`src/rtl/stochastic_sched_pkg.sv`:
```
// stochastic_sched_pkg: shared states, LFSR taps, default seeds and count scaling for the stochastic sequencer
package stochastic_sched_pkg;
  typedef enum logic [1:0] {IDLE, RUN, DRAIN, DONE} state_t;
  localparam logic [15:0] LFSR_TAPS  = 16'hB400;
  localparam logic [15:0] DEF_SEED_A = 16'hACE1;
  localparam logic [15:0] DEF_SEED_B = 16'h1D2C;
  localparam logic [15:0] DEF_SEED_R = 16'h7A31;
  function automatic int ones_shift(input int len, input int pix_w);
    return $clog2(len) - pix_w;
  endfunction
endpackage

```
`src/rtl/sc_lfsr16.sv`:
```
// sc_lfsr16: 16-bit Fibonacci LFSR (x^16+x^14+x^13+x^11+1) with seed reload and step enable
module sc_lfsr16
  import stochastic_sched_pkg::*;
#(
  parameter logic [15:0] SEED = DEF_SEED_A
) (
  input  logic        clk,
  input  logic        rst,
  input  logic        i_load,
  input  logic        i_step,
  output logic [15:0] o_state
);
  logic [15:0] r_state;
  logic        w_fb;
  assign w_fb = ^(r_state & LFSR_TAPS);
  always_ff @(posedge clk or negedge rst)
    if (!rst) r_state <= SEED;
    else if (i_load) r_state <= SEED;
    else if (i_step) r_state <= {r_state[14:0], w_fb};
  assign o_state = r_state;
endmodule

```
`src/rtl/stochastic_sched.sv`:
```
// stochastic_sched: turns a 3x3 window into stochastic streams, runs the datapath and counts its ones into an edge pixel
module stochastic_sched
  import stochastic_sched_pkg::*;
#(
  parameter int          PIX_W      = 8,
  parameter int          STREAM_LEN = 256,
  parameter int          DP_LAT     = 1,
  parameter logic [15:0] SEED_A     = DEF_SEED_A,
  parameter logic [15:0] SEED_B     = DEF_SEED_B,
  parameter logic [15:0] SEED_R     = DEF_SEED_R
) (
  input  logic               clk,
  input  logic               rst,
  input  logic               in_valid,
  output logic               in_ready,
  input  logic [8*PIX_W-1:0] in_win,
  output logic               out_valid,
  input  logic               out_ready,
  output logic [PIX_W-1:0]   out_pix,
  output logic               busy,
  output logic [7:0]         sc_z_1,
  output logic [7:0]         sc_z_2,
  output logic [4:0]         sc_r,
  output logic               sc_en,
  input  logic               sc_z
);
  localparam int CW = $clog2(STREAM_LEN);
  localparam int SH = ones_shift(STREAM_LEN, PIX_W);
  localparam int PW = DP_LAT > 0 ? DP_LAT : 1;
  localparam logic [CW:0] PIX_MAX = (CW+1)'((1 << PIX_W) - 1);
  state_t             r_state;
  logic [CW-1:0]      r_cnt;
  logic [CW:0]        r_ones;
  logic [8*PIX_W-1:0] r_win;
  logic [PIX_W-1:0]   r_pix;
  logic [PW-1:0]      r_en_d;
  logic [15:0]        w_a, w_b, w_rr;
  logic               w_run, w_accept, w_en_dl, w_last_run, w_last_drain, w_fin;
  logic [CW:0]        w_ones_nx, w_sh;
  logic [PIX_W-1:0]   w_pix_nx;
  logic [7:0]         w_z1, w_z2;
  logic [4:0]         w_r;
  logic               w_unused;
  assign w_run    = r_state == RUN;
  assign w_accept = in_valid && r_state == IDLE;
  sc_lfsr16 #(.SEED(SEED_A)) u_lfsr_a (.clk, .rst, .i_load(w_accept), .i_step(w_run), .o_state(w_a));
  sc_lfsr16 #(.SEED(SEED_B)) u_lfsr_b (.clk, .rst, .i_load(w_accept), .i_step(w_run), .o_state(w_b));
  sc_lfsr16 #(.SEED(SEED_R)) u_lfsr_r (.clk, .rst, .i_load(w_accept), .i_step(w_run), .o_state(w_rr));
  always_comb begin
    w_z1 = '0;
    w_z2 = '0;
    w_r  = '0;
    for (int i = 0; i < 8; i++) begin
      w_z1[i] = w_run && (w_a[PIX_W-1:0] < r_win[i*PIX_W +: PIX_W]);
      w_z2[i] = w_run && (w_b[15 -: PIX_W] < r_win[i*PIX_W +: PIX_W]);
    end
    for (int k = 0; k < 5; k++) w_r[k] = w_run && w_rr[3*k];
  end
  // Ones are sampled on the datapath-aligned copy of sc_en, so the last bit lands while still in DRAIN
  if (DP_LAT == 0) begin : g_nolat
    assign w_en_dl = w_run;
  end else begin : g_lat
    assign w_en_dl = r_en_d[PW-1];
  end
  assign w_ones_nx    = r_ones + (CW+1)'(w_en_dl && sc_z);
  assign w_sh         = w_ones_nx >> SH;
  assign w_pix_nx     = w_sh > PIX_MAX ? PIX_W'(PIX_MAX) : PIX_W'(w_sh);
  assign w_last_run   = w_run && r_cnt == CW'(STREAM_LEN - 1);
  assign w_last_drain = r_state == DRAIN && r_cnt == CW'(DP_LAT - 1);
  assign w_fin        = (w_last_run && DP_LAT == 0) || w_last_drain;
  always_ff @(posedge clk or negedge rst)
    if (!rst) begin
      r_state <= IDLE;
      r_cnt   <= '0;
      r_ones  <= '0;
      r_win   <= '0;
      r_pix   <= '0;
      r_en_d  <= '0;
    end else begin
      r_en_d <= (r_en_d << 1) | PW'(w_run);
      r_ones <= w_accept ? '0 : w_ones_nx;
      if (w_fin) r_pix <= w_pix_nx;
      case (r_state)
        IDLE: if (in_valid) begin
          r_state <= RUN;
          r_cnt   <= '0;
          r_win   <= in_win;
        end
        RUN: begin
          r_cnt <= w_last_run ? '0 : r_cnt + 1'b1;
          if (w_last_run) r_state <= DP_LAT == 0 ? DONE : DRAIN;
        end
        DRAIN: begin
          r_cnt <= r_cnt + 1'b1;
          if (w_last_drain) r_state <= DONE;
        end
        DONE: if (out_ready) r_state <= IDLE;
        default: r_state <= IDLE;
      endcase
    end
  assign in_ready  = r_state == IDLE;
  assign busy      = r_state != IDLE;
  assign out_valid = r_state == DONE;
  assign out_pix   = r_pix;
  assign sc_z_1    = w_z1;
  assign sc_z_2    = w_z2;
  assign sc_r      = w_r;
  assign sc_en     = w_run;
  assign w_unused  = ^{w_a[15:PIX_W], w_b[15-PIX_W:0], w_rr[15:13], w_rr[11:10], w_rr[8:7],
                       w_rr[5:4], w_rr[2:1], r_en_d};
endmodule

```
`config.mk`:
```
export PLATFORM = sky130hd
export DESIGN_NAME = stochastic_sched
export DESIGN_NICKNAME = d
export VERILOG_FILES = /design/src/rtl/stochastic_sched_pkg.sv /design/src/rtl/sc_lfsr16.sv /design/src/rtl/stochastic_sched.sv
export SDC_FILE = /design/constraint.sdc
export NUM_CORES = 1
export LEC_CHECK = 0
export CAP_MARGIN = 0
export CORE_ASPECT_RATIO = 1.4
export CORE_MARGIN = 2
export CORE_UTILIZATION = 35
export DETAILED_ROUTE_END_ITERATION = 10
export GPL_TIMING_DRIVEN = 1
export PLACE_DENSITY = 0.62
export SLEW_MARGIN = 10
export SYNTH_ARGS = -nofsm -noshare
export SYNTH_HDL_FRONTEND = slang
export SYNTH_SLANG_ARGS = --single-unit
```
`constraint.sdc`:
```
create_clock -name clk -period 2.3 [get_ports clk]
set_input_delay 0.345 -clock clk [delete_from_list [all_inputs] [get_ports clk]]
set_output_delay 0.345 -clock clk [all_outputs]
set_load 0.01 [all_outputs]
```
=== After elaboration in Yosys (flattened, before gate mapping) ===
Index checks and enable logic that the tools add are counted.

* Register bits: 140
* Output and inout port bits: 33
* Logic and storage cells: 88

* $add $sub $neg: 2
* Order comparisons: 17
* Equal/unequal tests: 8
* Mux-type cells: 16
* Reductions and logical operators: 36

{| class="wikitable"
|+ Operators by type and width
! kind !! count
|-
| $lt A8 B8 Y1 || 16
|-
| $mux W16 || 6
|-
| $reduce_xor A16 Y1 || 3
|-
| $logic_and A1 B1 Y1 || 25
|-
| $mux W8 || 3
|-
| $pmux W8 S3 || 1
|-
| $add A9 B1 Y9 || 1
|-
| $gt A9 B8 Y1 const B || 1
|-
| $mux W9 || 1
|-
| $add A8 B1 Y8 const B || 1
|-
| $eq A8 B8 Y1 const B || 1
|-
| $logic_not A8 Y1 || 1
|-
| $mux W2 || 4
|-
| $pmux W2 S4 || 1
|-
| $eq A2 B2 Y1 const B || 2
|-
| $ne A2 B1 Y1 const B || 2
|-
| $ne A2 B2 Y1 const B || 2
|-
| $reduce_and A2 Y1 || 2
|-
| $reduce_and A4 Y1 || 1
|-
| $reduce_bool A2 Y1 || 2
|-
| $reduce_bool A3 Y1 || 1
|-
| $eq A2 B1 Y1 const B || 1
|-
| $logic_not A2 Y1 || 1
|}

=== Depth between registers and ports, before layout ===
Gate-level depths: netlist of run 1.

* Word-level depth: 4
* Mapped depth: 8
* Gate-level depth less buffers: 7

=== Modules after synthesis ===
Synthesis of run 1 repeated with hierarchy kept, for this count alone.

* Cell total of the unflattened synthesis: 857
* Area total of the unflattened synthesis: 8430.6 um2

{| class="wikitable"
|+ Modules (own cells, without submodules)
! module !! times used !! cells an instance !! area an instance (um2) !! seq. area each (um2)
|-
| stochastic_sched || 1 || 692 || 6308.6 || 2302.2
|-
| sc_lfsr16 at u_lfsr_r || 1 || 55 || 709.4 || 410.4
|-
| sc_lfsr16 at u_lfsr_b || 1 || 55 || 708.2 || 409.1
|-
| sc_lfsr16 at u_lfsr_a || 1 || 55 || 704.4 || 410.4
|}

=== Least setup slack after synthesis of run 1 ===
OpenSTA, ideal clock, no wires.

* Path type: flip-flop to output port
* Start: reg r_state[1]
* End: out sc_z_2[6]
* Data arrival time: 1930 ps
* Slack: 25 ps
* Cell stages (with the launch flop): 8
* Cells stage by stage: dfrtp_1 -> inv_1 -> ha_1 -> buf_2 -> buf_2 -> nor2b_1 -> nand2_1 -> o311ai_0

* Word-level cells in the longest chain between the ends: 2

{| class="wikitable"
|+ RTL lines
! element !! line !! text
|-
| from (decl) || stochastic_sched.sv:31 || <nowiki>state_t r_state;</nowiki>
|-
| from (signal assigned) || stochastic_sched.sv:91 || <nowiki>if (w_last_run) r_state <= DP_LAT == 0 ? DONE : DRAIN;</nowiki>
|-
| $eq A2 B1 Y1 || stochastic_sched.sv:44 || <nowiki>assign w_run = r_state == RUN;</nowiki>
|-
| via sc_en || stochastic_sched.sv:24 || <nowiki>output logic sc_en,</nowiki>
|-
| $logic_and A1 B1 Y1 || stochastic_sched.sv:55 || <nowiki>w_z2[i] = w_run && (w_b[15 -: PIX_W] < r_win[i*PIX_W +: PIX_W]);</nowiki>
|-
| to (decl) || stochastic_sched.sv:22 || <nowiki>output logic [7:0] sc_z_2,</nowiki>
|}

The timed path passes the listed nets, and every way through them passes these cells.

=== Worst setup path after layout of run 1 ===
* Start: reg u_lfsr_a.r_state[5] (netlist: u_lfsr_a.o_state[5])
* End: out sc_z_1[0]

* Word-level cells in the longest chain between the ends: 2

{| class="wikitable"
|+ RTL lines
! element !! line !! text
|-
| from (decl) || sc_lfsr16.sv:13 || <nowiki>logic [15:0] r_state;</nowiki>
|-
| from (signal assigned) || sc_lfsr16.sv:19 || <nowiki>else if (i_step) r_state <= {r_state[14:0], w_fb};</nowiki>
|-
| $lt A8 B8 Y1 || stochastic_sched.sv:54 || <nowiki>w_z1[i] = w_run && (w_a[PIX_W-1:0] < r_win[i*PIX_W +: PIX_W]);</nowiki>
|-
| $logic_and A1 B1 Y1 || stochastic_sched.sv:54 ||
|-
| to (decl) || stochastic_sched.sv:21 || <nowiki>output logic [7:0] sc_z_1,</nowiki>
|}

No other way between the ends.

==> run summary, run 1 <==
Clock Skew -> 0.0107 ns
Routed Antenna Nets -> 0
failing checks -> negative setup slack
number of antenna violations at the first check in global routing -> 0
Port Buffer Count -> 101
Layout area overhead -> 40.1%
H-tree depth -> 4
Max clock buf depth -> 2
Worst-path clk slew -> 0.06 ns
final WL -> 23100 microns
Initial Util -> 35.4%
most common cell in the synthesized netlist -> nand2_1
largest family of logic cells by synthesized area -> adder cells
adder-cell share of the synthesized area -> 18.0%
Synth cell types -> 44
Synth top cells by count -> nand2_1 (124), ha_1 (121), dfrtp_1 (117), o21ai_0 (114), inv_1 (75)
layout cells sized above 1 -> 23.7%
top-area cell type share of the netlist area -> 34.9%
Area contributors post-synth -> dfrtp_1 (35%), ha_1 (18%), dfstp_2 (7.2%)
gp weighted congestion -> 0.791
io pins -> 102
crit start category -> flip-flop
DIE HEIGHT -> 187 microns
XOR/XNOR Fraction of Synth Area -> 1.57%
largest net degree at the start of global routing -> 62
Syn Nets -> 1075
grt total ovfl -> 0
#FFs+latches synth -> 140
Seq/Total Area, Yosys -> 42.1%
outcome -> complete, but fails checks
residual DRC count -> 0
Setup-failing EPs final -> 17
met1 wire length -> 9720 microns
hold_sp -> in_win[32]
CTS tree -> built
Sum Neg Setup Slack -> -2.77 ns
FF-to-FF setup slack -> 0.16 ns
min-delay worst type -> primary input to flip-flop
cell area after synthesis -> 8390 sq um
top sig layer -> met4
Diodes inserted -> 0
final-layout fill cell count -> 2128
Tot GR Track Use -> 19.2%
1st-iter DRT viols -> 293
share of flip-flops with an asynchronous set or reset -> 100%
relative slew slack -> 60.6%
Pre-Repair DR Iteration Count -> 4
Synth Area in Compound Gates -> 14.6%
vias in the first global route -> 7295
Die X -> 135 microns
worst-case reg-to-reg path depth -> 7
post-synthesis cell count -> 885
Final Critical Period -> 2.59 ns
TritonCTS Sinks -> 140
Core Area -> 23700 sq um
Peak VDD IR -> 0.789 mV
Mean Syn Cell Area -> 9.48 sq um
crit share post-route -> 113%
CP arrival -> 2.25 ns
Final Util -> 49.5%
Post-synth EDFFs -> 0
WS Path Type -> flip-flop to output pin
power per cell area -> 1560 nW/um^2
met2 routed WL -> 11500 microns
Hold Path Depth -> 3
Critical Path RT -> 1.96 ns
NumNets Final -> 1258
final worst slack -> -0.291 ns
Final Max Slew Viols -> 0
Final Power -> 18.3 mW
largest area contributor in the netlist -> dfrtp_1
RR Startpoint -> r_state[0]
worst skew pair latency -> 0.44 ns
first-pass GRT wire length -> 37900 microns
DR WL/cell -> 16.6 microns
simple-gate share of the synthesized area -> 13.2%
mux cell area share after synthesis -> 5.19%
via count -> 6875
Detailed Place HPWL -> 16000 microns
CTS Root Buffer Type -> clkbuf_16
main flop type after synthesis -> dfrtp_1
CTS buffer count -> 17
CP Max Fanout -> 5
# rows -> 67
worst slack, placed -> -0.555 ns
Leak -> 5.28 nW
Vias/cell -> 4.94
Yosys warnings -> 0
Worst Hold Path EP -> r_win[32]
fmax -> 386 MHz
max cap viols -> 0
DIE AREA -> 25200 sq um
unrepaired setup endpoints after global routing -> yes
Worst setup EP type -> output pin
routed wl met3 -> 862 microns
actual slew at the worst max-slew pin -> 0.592 ns
R2R Path End -> r_cnt[7]
Final Hold Viols -> 0
## registers in the layout (all words and copies together), names as in the netlist
name,count
u_lfsr_r.o_state,16
r_cnt,8
r_ones,9
u_lfsr_b.o_state,16
u_lfsr_a.o_state,16
out_pix,8
r_state,2
r_win,64
r_en_d,1
## placed cells by master, fill, tap and decap left out, types with 14 or more instances in the layout
cell type / count
inv_1: 72
dfstp_2: 23
ha_1: 101
o21ai_0: 103
a21oi_1: 35
clkbuf_16: 17
buf_4: 70
dfrtp_1: 114
buf_12: 14
buf_6: 17
nor2_1: 67
ha_4: 19
nand2_1: 119
clkdlybuf4s50_1: 78
mux2i_1: 42
## what timing repair did
item	in CTS	in global routing
hold endpoints to repair	51	0
pin swaps	28	19
hold buffers	1	0
buffers inserted	17	5
endpoints found under the setup margin	23	18
resized for setup	192	31
## critical path: stages, from the launching register on
cell      delay, ns
dfstp_2        0.62
buf_6          0.15
buf_6          0.10
ha_4           0.19
a211oi_2       0.17
nand2_1        0.10
o311ai_2       0.29
buf_2          0.20
## power by group
group | switching (mW) | internal, mW
sequential | 0.706 | 3.72
clock | 1.11 | 1.63
combinational | 5.65 | 5.47
total | 7.47 | 10.8
## through the flow
stage / instance area (sq um) / hold slack (ns) / cells
finish: 11800 / 0.442 / 1391
global route: 11800 / 0.442 / 1391
CTS: 11600 / 0.425 / 1388
detailed placement: 10400 / 0.374 / 1343
global placement: 10400 / 0.367 / 1343
floorplan: 8390 / 0.0494 / 885
## layout make-up
class / count / area [sq um] / share of cell area [%]
inverter: 75 / 282 / 2.40
multi-input combinational: 636 / 5060 / 43.0
tap: 310 / 388 / 3.30
clock buffer: 19 / 443 / 3.77
sequential: 140 / 3540 / 30.1
clock inverter: 13 / 140 / 1.19
timing repair buffer: 198 / 1910 / 16.2
## layer usage
metal	track usage (%)	up-vias
met5	0	-
met4	10.0	0
met3	3.74	58
met2	32.2	133
met1	23.1	3279
li1	-	3405
## cell families (layout without fill, tap and decap cells)
family | count (synthesis) | after routing
AO/OA/AOI/OAI | 207 | 207
XOR/XNOR | 15 | 15
adder cells (fa/ha/maj) | 121 | 121
buffers and inverters | 109 | 305
flip-flops | 140 | 140
multiplexers | 43 | 43
AND/OR/NAND/NOR | 250 | 250
## worst max path at each step
stage                                   start   endpoint  slack, ns
final                     u_lfsr_a.o_state[5]  sc_z_1[0]      -0.29
after floorplan                    r_state[1]  sc_z_2[6]       0.03
after CTS                 u_lfsr_a.o_state[5]  sc_z_1[4]      -0.29
after detailed placement  u_lfsr_a.o_state[5]  sc_z_1[0]      -0.56
after global routing      u_lfsr_a.o_state[5]  sc_z_1[2]      -0.36
after global placement    u_lfsr_a.o_state[5]  sc_z_1[0]      -0.55
Power figures use the tool's default switching activity.
==> run 2: changes to the inputs <==
ABC_AREA = 1   (was default)
==> run summary, run 2 <==
outcome -> complete, but fails checks
failing checks -> negative setup slack
fin cells -> 1465
Core Area -> 23900 sq um
Vias/cell -> 4.87
DIE HEIGHT -> 188 microns
final worst slack -> -0.102 ns
Worst-path clk slew -> 0.06 ns
vias in the first global route -> 7267
final WL -> 21800 microns
Mean Syn Cell Area -> 8.56 sq um
Tot GR Track Use -> 17.4%
min-delay worst type -> primary input to asynchronous set/reset pin
Max clock buf depth -> 2
Seq/Total Area, Yosys -> 41.7%
#FFs+latches synth -> 140
area occupied by multi-input gates -> 4750 sq um
max cap viols -> 0
hold slack -> 0.442 ns
Peak VDD IR -> 0.774 mV
post-route cell area -> 11400 sq um
Yosys warnings -> 0
CTS tree -> built
io pins -> 102
largest area contributor in the netlist -> dfrtp_1
Detailed Place HPWL -> 15000 microns
H-tree depth -> 4
Final Hold Viols -> 0
Port Buffer Count -> 101
grt total ovfl -> 0
most common cell in the synthesized netlist -> nand2_1
Final Max Slew Viols -> 0
NumNets Final -> 1332
crit share post-route -> 104%
DIE AREA -> 25500 sq um
Area contributors post-synth -> dfrtp_1 (35%), ha_1 (18%), nand2_1 (8.9%)
gp weighted congestion -> 0.813
Initial Util -> 35.4%
Syn Nets -> 1179
CP arrival -> 2.06 ns
Layout area overhead -> 34.9%
main flop type after synthesis -> dfrtp_1
Pre-Repair DR Iteration Count -> 4
CTS Root Buffer Type -> clkbuf_16
CP Max Fanout -> 5
1st-iter DRT viols -> 257
via count -> 7133
fmax -> 416 MHz
post-synthesis cell count -> 989
Critical Path RT -> 1.96 ns
Synth top cells by count -> nand2_1 (201), inv_1 (146), ha_1 (121), dfrtp_1 (117), nor2_1 (74)
CTS buffer count -> 17
most common cell after layout, fill and taps aside -> nand2_1
most frequent cells in the layout -> nand2_1 (197), inv_1 (146), dfrtp_1 (114)
Register Area -> 3540 sq um
WS Path Type -> flip-flop to output pin
Die X -> 135 microns
worst slack, placed -> -0.0503 ns
Placed Cells -> 1406
Synth cell types -> 35
Sum Neg Setup Slack -> -0.410 ns
cell area after synthesis -> 8470 sq um
relative slew slack -> 65.5%
Worst setup EP type -> output pin
residual DRC count -> 0
worst skew pair latency -> 0.42 ns
largest net degree at the start of global routing -> 99
Setup-failing EPs final -> 9
layout cells sized above 1 -> 20.2%
Reg with most FFs -> r_win
final-layout fill cell count -> 2259
first-pass GRT wire length -> 35200 microns
crit start category -> flip-flop
Leak -> 5.39 nW
power per cell area -> 1520 nW/um^2
Routed Antenna Nets -> 0
max FFs per register -> 64
Final Util -> 47.8%
unrepaired setup endpoints after global routing -> yes
TritonCTS Sinks -> 140
DR WL/cell -> 14.9 microns
Clock Skew -> 0.0103 ns
number of antenna violations at the first check in global routing -> 0
Final Critical Period -> 2.40 ns
# rows -> 67
actual slew at the worst max-slew pin -> 0.517 ns
Area after DPL -> 9950 sq um
top-area cell type share of the netlist area -> 34.6%
Diodes inserted -> 0
share of flip-flops with an asynchronous set or reset -> 100%
Post-synth EDFFs -> 0
Final Power -> 17.4 mW
==> run 2: cell count changes in the layout (fill, tap and decap cells not counted), sizes merged, moves of 11 or more <==
cell    delta
nand2     +79
inv       +76
mux2i     -42
buf       -37
a21oi     +35
nand3     +20
o21ai     -19
a22oi     +15
nand2b    -15
o22ai     +13
nor2      +11
nor2b     -11
o311ai    -11
==> run 2: final cells by class <==
type | count | share of cell area [%]
multi-input cells | 669 | 41.6
flip-flops and latches | 140 | 31.0
repair buffers | 161 | 13.7
inverters | 153 | 5.09
clock buffers | 17 | 3.72
well taps | 310 | 3.40
clock inverters | 15 | 1.45
==> run 2: final timing paths <==
check	cells past startpoint	endpoint	from	slack, ns
min reg2reg	2	u_lfsr_a.o_state[15]	u_lfsr_a.o_state[14]	0.48
max reg2reg	9	u_lfsr_b.o_state[0]	r_state[0]	0.46
max in group asynchronous	3	u_lfsr_a.o_state[10]	rst	1.17
max	8	sc_z_2[3]	u_lfsr_b.o_state[11]	-0.10
min	2	out_pix[2]	rst	0.44
min in group clk	3	r_win[3]	in_win[3]	0.46
==> run 2: repair_timing <==
| action | 4_1_cts | 5_1_grt |
|---|---|---|
| setup endpoints to repair | 21 | 20 |
| resized for setup | 114 | 72 |
| setup buffers | 14 | 14 |
| hold buffers | 1 | 0 |
| endpoints found under the hold margin | 48 | 0 |
| pin swaps | 22 | 51 |
==> run 2: logic make-up after synthesis <==
family	synth area share (%)
buffers and inverters	9.44
adders and majority gates	17.9
DFF	41.7
AOI/OAI and AO/OA	14.2
and+or+nand+nor	15.3
xor gates and xnor gates	1.54
==> run 2: routing by layer <==
layer | part of all wire (%) | routed length [microns] | up-vias | global-route usage (%)
met5 | 0 | 0 | - | 0
met1 | 42 | 9150 | 3405 | 20.6
li1 | - | - | 3545 | -
met2 | 52 | 11300 | 145 | 31.3
met4 | 2.5 | 546 | 0 | 6.25
met3 | 4.0 | 866 | 38 | 2.87
==> run 2: worst max-delay path: stages, from the launching register on <==
cell     delay (ns)
dfstp_2        0.63
buf_4          0.16
ha_1           0.23
a21oi_1        0.16
nand2_1        0.07
nand2_1        0.06
nand2_1        0.05
nor2_2         0.12
buf_2          0.15
==> run 2: report_power, final <==
part | internal (mW) | switching, mW
logic | 4.65 | 5.67
clock network | 1.61 | 1.17
registers | 3.66 | 0.594
total | 9.92 | 7.43
